[config.mk]
export PLATFORM = sky130hd
export DESIGN_NAME = fifo_reader_flat
export DESIGN_NICKNAME = d
export VERILOG_FILES = /design/src/rtl/fifo_reader_if.sv /design/src/rtl/fifo_reader.sv /design/src/flat_wrapper.sv
export SDC_FILE = /design/constraint.sdc
export NUM_CORES = 1
export LEC_CHECK = 0
export CORE_ASPECT_RATIO = 0.6
export CORE_MARGIN = 1.5
export CORE_UTILIZATION = 38
export DETAILED_ROUTE_END_ITERATION = 10
export GPL_ROUTABILITY_DRIVEN = 1
export PLACE_DENSITY = 0.74
export SLEW_MARGIN = 10
export SYNTH_ARGS = -nofsm -noshare
export SYNTH_HDL_FRONTEND = slang
export SYNTH_SLANG_ARGS = --single-unit
[constraint.sdc]
create_clock -name clk -period 2.93 [get_ports clk]
set_input_delay 0.586 -clock clk [delete_from_list [all_inputs] [get_ports clk]]
set_output_delay 0.586 -clock clk [all_outputs]
set_load 0.1 [all_outputs]
[src/rtl/fifo_reader_if.sv]
// rtl/fifo_reader_if.sv - FIFO read port and output byte stream bundle for fifo_reader
interface fifo_reader_if #(
  parameter int DATA_W = 8
);
  // FIFO read side
  logic              rd_en;
  logic              fifo_empty;
  logic [DATA_W-1:0] fifo_data;
  // Output byte stream
  logic              m_valid;
  logic [DATA_W-1:0] m_data;
  logic              m_ready;

  modport master (
    output rd_en,
    output m_valid,
    output m_data,
    input  fifo_empty,
    input  fifo_data,
    input  m_ready
  );

  modport slave (
    input  rd_en,
    input  m_valid,
    input  m_data,
    output fifo_empty,
    output fifo_data,
    output m_ready
  );
endinterface

[src/rtl/fifo_reader.sv]
// rtl/fifo_reader.sv - FIFO read engine with 2-entry skid buffer; optional byte_count under FIFO_READER_COUNT_EN
module fifo_reader #(
  parameter int DATA_W    = 8,
  parameter int BUF_DEPTH = 2
) (
  input  logic               clk,
  input  logic               rst,
  input  logic               en,
  fifo_reader_if.master      bus,
  output logic               idle
`ifdef FIFO_READER_COUNT_EN
  ,
  output logic [15:0]        byte_count
`endif
);

  localparam logic [2:0] FULL = 3'(BUF_DEPTH);

  logic [1:0]        cnt_q, cnt_d;
  logic              pend_q, pend_d;
  logic [DATA_W-1:0] buf0_q, buf0_d;
  logic [DATA_W-1:0] buf1_q, buf1_d;
  logic              deq;
  logic              rd_en_w;
  logic [2:0]        fill;
  logic [1:0]        tail;

  assign bus.m_valid = (cnt_q != 2'd0);
  assign bus.m_data  = buf0_q;
  assign bus.rd_en   = rd_en_w;
  assign idle        = (cnt_q == 2'd0) & ~pend_q & bus.fifo_empty;

  // Read issue and buffer next-state: occupancy after this edge decides whether another pop fits
  always_comb begin
    deq     = bus.m_valid & bus.m_ready;
    fill    = {1'b0, cnt_q} + {2'b00, pend_q} - {2'b00, deq};
    // No pop while reset is held: the in-flight flag is pinned clear, so the byte would vanish
    rd_en_w = ~rst & en & ~bus.fifo_empty & (fill < FULL);
    pend_d  = rd_en_w;
    cnt_d   = fill[1:0];
    tail    = cnt_q - {1'b0, deq};
    buf0_d  = buf0_q;
    buf1_d  = buf1_q;
    if (deq) begin
      buf0_d = buf1_q;
    end
    if (pend_q) begin
      if (tail == 2'd0) begin
        buf0_d = bus.fifo_data;
      end else begin
        buf1_d = bus.fifo_data;
      end
    end
  end

  // Buffer, occupancy and in-flight state
  always_ff @(posedge clk or posedge rst) begin
    if (rst) begin
      cnt_q  <= 2'd0;
      pend_q <= 1'b0;
      buf0_q <= '0;
      buf1_q <= '0;
    end else begin
      cnt_q  <= cnt_d;
      pend_q <= pend_d;
      buf0_q <= buf0_d;
      buf1_q <= buf1_d;
    end
  end

`ifdef FIFO_READER_COUNT_EN
  logic [15:0] byte_count_q, byte_count_d;

  assign byte_count = byte_count_q;

  // Delivered-byte counter, wraps naturally at 16 bits
  always_comb begin
    byte_count_d = byte_count_q + {15'd0, deq};
  end

  // Counter register
  always_ff @(posedge clk or posedge rst) begin
    if (rst) begin
      byte_count_q <= 16'd0;
    end else begin
      byte_count_q <= byte_count_d;
    end
  end
`endif

endmodule

[src/flat_wrapper.sv]
// flat-port wrapper written by rule: the top's interface ports become plain ports
module fifo_reader_flat 
#(
  parameter int DATA_W    = 8,
  parameter int BUF_DEPTH = 2
)
  (clk, rst, en, idle, bus_rd_en, bus_m_valid, bus_m_data, bus_fifo_empty, bus_fifo_data, bus_m_ready);
  fifo_reader_if #(.DATA_W(DATA_W)) bus_i ();
  input  logic clk;
  input  logic rst;
  input  logic en;
  output logic idle;
  output wire logic [$bits(bus_i.rd_en)-1:0] bus_rd_en;
  output wire logic [$bits(bus_i.m_valid)-1:0] bus_m_valid;
  output wire logic [$bits(bus_i.m_data)-1:0] bus_m_data;
  input wire logic [$bits(bus_i.fifo_empty)-1:0] bus_fifo_empty;
  input wire logic [$bits(bus_i.fifo_data)-1:0] bus_fifo_data;
  input wire logic [$bits(bus_i.m_ready)-1:0] bus_m_ready;
  assign bus_rd_en = bus_i.rd_en;
  assign bus_m_valid = bus_i.m_valid;
  assign bus_m_data = bus_i.m_data;
  assign bus_i.fifo_empty = bus_fifo_empty;
  assign bus_i.fifo_data = bus_fifo_data;
  assign bus_i.m_ready = bus_m_ready;
  fifo_reader #(.DATA_W(DATA_W), .BUF_DEPTH(BUF_DEPTH)) u_core (.clk(clk), .rst(rst), .en(en), .bus(bus_i), .idle(idle));
endmodule
[Word-level counts from Yosys, hierarchy flattened]
Cells that the tools add are included.
Word-level totals
  bits in registers: 19
  input port bits: 13
  output and inout port bits: 11
Operators by class
  add/sub/neg operators: 3
  $lt $le $gt $ge: 1
  multiplexer cells: 3
  bitwise gates (word level): 10
  reductions and logical operators: 4
Operators by type and width (count)
  $mux 8: 3
  $and 1x1->1: 6
  $logic_not 2->1: 2
  $not 1->1: 4
  $add 2x1->3: 1
  $lt 3x2->1 const B: 1
  $sub 3x1->3: 1
  $reduce_and 2->1: 1
  $reduce_bool 2->1: 1
  $sub 2x1->2: 1

[Longest topological paths before layout]
  depth after elaboration: 6
  depth in mapped cells: 7
  gate-level depth less buffers: 7

[Worst setup path after synthesis]
No wires, ideal clock.
  path type: register to output
  from: register u_core.cnt_q[0]
  to: output idle
  arrival: 3217 ps
  path slack: -873 ps
  cell stages (with the launch flop): 3
  buffers on the path: 0
  path through: dfrtp_1 -> or2_2 -> nor3b_1
Between the ends
  word-level cells in the longest chain between the ends: 3
RTL lines
  from (decl): RTL line fifo_reader.sv:19  | logic [1:0] cnt_q, cnt_d;
  from (signal assigned): RTL line fifo_reader.sv:64  | cnt_q <= cnt_d;
  $logic_not 2->1: RTL line fifo_reader.sv:31  | assign idle = (cnt_q == 2'd0) & ~pend_q & bus.fifo_empty;
  $and 1x1->1 (2 in series): RTL line fifo_reader.sv:31
  to (decl): RTL line flat_wrapper.sv:12  | output logic idle;
No other way between the ends.

[Worst setup path after layout]
  from: register u_core.cnt_q[1]
  to: output bus_rd_en
Between the ends
  word-level cells in the longest chain between the ends: 5
  elaborated cells between the ends (all ways): 6
  those cells by class: 2 x add/sub; 1 x order compare; 2 x bitwise; 1 x reduce/logical
RTL lines
  parallel branches: the longest is 2 deep, another holds $add 2x1->3
  $sub 3x1->3 *: RTL line fifo_reader.sv:36  | fill = {1'b0, cnt_q} + {2'b00, pend_q} - {2'b00, deq};
  via u_core.fill[1]: RTL line fifo_reader.sv:25  | logic [2:0] fill;
  $lt 3x2->1 *: RTL line fifo_reader.sv:38  | rd_en_w = ~rst & en & ~bus.fifo_empty & (fill < FULL);
  $and 1x1->1 *: RTL line fifo_reader.sv:38
  to (decl): RTL line flat_wrapper.sv:13  | output wire logic [$bits(bus_i.rd_en)-1:0] bus_rd_en;
Mark *: on every way through the listed nets, which the timed path passes.

==> results_dict.tcl <==
set metrics [dict create \
    nNetsFinal 106 \
    ff2ff_path_depth 8 \
    arrival_ns 2.18 \
    critPathCaptureType "primary output" \
    min_path_type "reg -> reg" \
    drv_slew 0 \
    cts_tree "yes" \
    antenna_found_initial 0 \
    rsz0062_at_grt "no" \
    rr_endpoint "u_core.pend_q$_DFF_PP0_" \
    die_h_um 40.7 \
    syn_nets 74 \
    layout-drive-gt1-share_pct 56.7 \
    synthesis.area_um2 902 \
    cts.path.max_buffers 2 \
    max_freq_mhz 361 \
    cp-start-kind "flop" \
    core-area_um2 2210 \
    synth_area_leaders "dfrtp_1 53%, mux2_2 20%, mux2_4 13%, fa_1 2.2%, ha_1 1.4%" \
    cts_made_buffers 3 \
    htreeDepth 1 \
    critPathTopFamily "adder cells" \
    max-slew-margin-rel_pct 68.8 \
    r2r-start "u_core.cnt_q[1]$_DFF_PP0_" \
    grt_max_degree 20 \
    wire_per_inst_um 14.2 \
    yosysTopAreaCell "dfrtp_1" \
    cts_root_buf "clkbuf_8" \
    hpwlAfterDp_um 1200 \
    grt_pass1_vias 526 \
    routed_wl_um 1710 \
    start_util_pct 40.8 \
    crit_slowest_cell "fa_1" \
    drc 0 \
    syn_to_final_growth_pct 38.4 \
    fin_crit_ns 2.77 \
    dieArea_um2 2680 \
    cts.clk_slew.worst_paths_ns 0.07 \
    required_ns 2.34 \
    cts.sinks 19 \
    synth_warnings 0 \
    diodes 0 \
    syn_avg_cell_area_um2 15.3 \
    portBuffers 23 \
    fin_worst_skew_ns 0.00631 \
    synthDistinctLibCells 17 \
    ys_ff_latch 19 \
    drt_iter0_markers 24 \
    cp.depth 8 \
    die_width_um 65.9 \
    first_pass_iters 4 \
    r2r_slack_ns 1.02 \
    period_share_pct 94.4 \
    whs_ns 0.516 \
    insertion_delay_ns 0.26 \
    critPathCapture "bus_rd_en" \
    viasPerCell 4.85 \
    crit_chain "o21ai_2 -> or2_4 -> nand2_2 -> ha_2 -> fa_1 -> nor2_1 -> and4_4 -> buf_12" \
    place_congestion 0.860 \
    yosysSeqAreaShare_pct 52.7 \
    cp_max_fo 4 \
    grt_pass1_wl_um 2640 \
    rows 13 \
    crit_buf_inv 1 \
    hold_viol_final 0 \
    ant_nets 0 \
    synthDominantCellAreaShare_pct 52.7 \
    synthesis.instances 59 \
    hold_buffers 0 \
    max_stage_delay_ns 0.45 \
    worst_pin_slew_ns 0.466 \
    status "finished clean" \
    io_pins 24 \
    cap_violations 0 \
    grt-ovfl-total 0 \
    cp-startpoint "u_core.cnt_q[1]$_DFF_PP0_" \
    grt_use_total_pct 14.6 \
    critPathKind "reg -> out" \
    setup_viol_count_final 0 \
    num_vias 582 \
]
cell usage in the layout (no fill, tap or decap):
master	count
buf_4	14
or2_2	1
o21ai_2	1
clkbuf_1	1
nor2_1	1
nand3_1	1
or2_4	1
nor3b_2	1
mux2_2	16
clkdlybuf4s50_1	11
and4_4	1
nand2b_1	1
ha_2	1
dfrtp_1	19
a21bo_1	1
clkbuf_8	3
buf_12	2
mux2_4	8
fa_1	1
xor2_1	1
inv_1	2
clkbuf_2	1
nand2_2	1
through the flow:
step / TNS (ns) / cells / worst slack [ns] / utilization (%) / area (um2)
floorplan: 0 / 59 / 0.0507 / - / 908
CTS: 0 / 120 / 0.0109 / 56.4 / 1250
global placement: -0.244 / 115 / -0.244 / 53.9 / 1190
finish: 0 / 120 / 0.163 / 56.4 / 1250
global route: 0 / 120 / 0.0252 / 56.4 / 1250
detailed placement: -0.275 / 115 / -0.275 / 53.9 / 1190
timing repair:
action | CTS | global route
resized for setup | 4 | 3
endpoints found under the hold margin | 0 | 0
pin swaps | 4 | 3
endpoints found under the setup margin | 1 | 1
cloned | 0 | 0
buffers inserted | 1 | 0
worst min-delay path by stage:
stage	slack, ns	to	cells past startpoint	start
final	0.52	u_core.buf1_q[1]$_DFFE_PP0P_	1	u_core.buf1_q[1]$_DFFE_PP0P_
after global routing	0.53	u_core.buf1_q[5]$_DFFE_PP0P_	1	u_core.buf1_q[5]$_DFFE_PP0P_
after CTS	0.52	u_core.buf1_q[6]$_DFFE_PP0P_	1	u_core.buf1_q[6]$_DFFE_PP0P_
after detailed placement	0.49	u_core.buf1_q[6]$_DFFE_PP0P_	1	u_core.buf1_q[6]$_DFFE_PP0P_
after global placement	0.49	u_core.buf1_q[0]$_DFFE_PP0P_	1	u_core.buf1_q[0]$_DFFE_PP0P_
after floorplan	0.48	u_core.buf1_q[0]$_DFFE_PP0P_	1	u_core.buf1_q[0]$_DFFE_PP0P_
state kept, by name (all words and copies together) (netlist names):
signal / cells
u_core.buf1_q: 8
u_core.cnt_q: 2
u_core.bus.m_data: 8
u_core.pend_q: 1
final cells by class:
type                    instances  area (um2)
clock buffers                   4        45.0
multi-input cells              37         423
well taps                      30        37.5
flip-flops and latches         19         475
fillers                       191         963
repair buffers                 28         260
inverters                       2        7.51
cells by family after synthesis:
logic type	after synthesis	share of synthesized area [%]
buf+inv	3	2.08
mux	24	33.3
xor+xnor	1	0.971
flops	19	52.7
fa+ha+maj	2	3.61
simple gates	8	5.27
compound gates	2	2.08
cell usage after synthesis, drive strengths merged:
cell type and n:
xor2 1, o21ai 1, nand2b 1, buf 1, nand3 1, nor3b 1
a21bo 1, or2 2, dfrtp 19, nor2 1, ha 1, nand2 1
fa 1, and4 1, inv 2, mux2 24
routing by layer:
metal | part of all wire [%] | track usage, % | wire length, um
met4 | 0 | 1.56 | 0
met2 | 44 | 23.0 | 749
met3 | 7.1 | 6.59 | 121
met1 | 49 | 19.3 | 833
met5 | 0 | 0 | 0
Power is not shown: default switching activity piles up to over one toggle a cycle in this logic, so the estimate is an artifact.
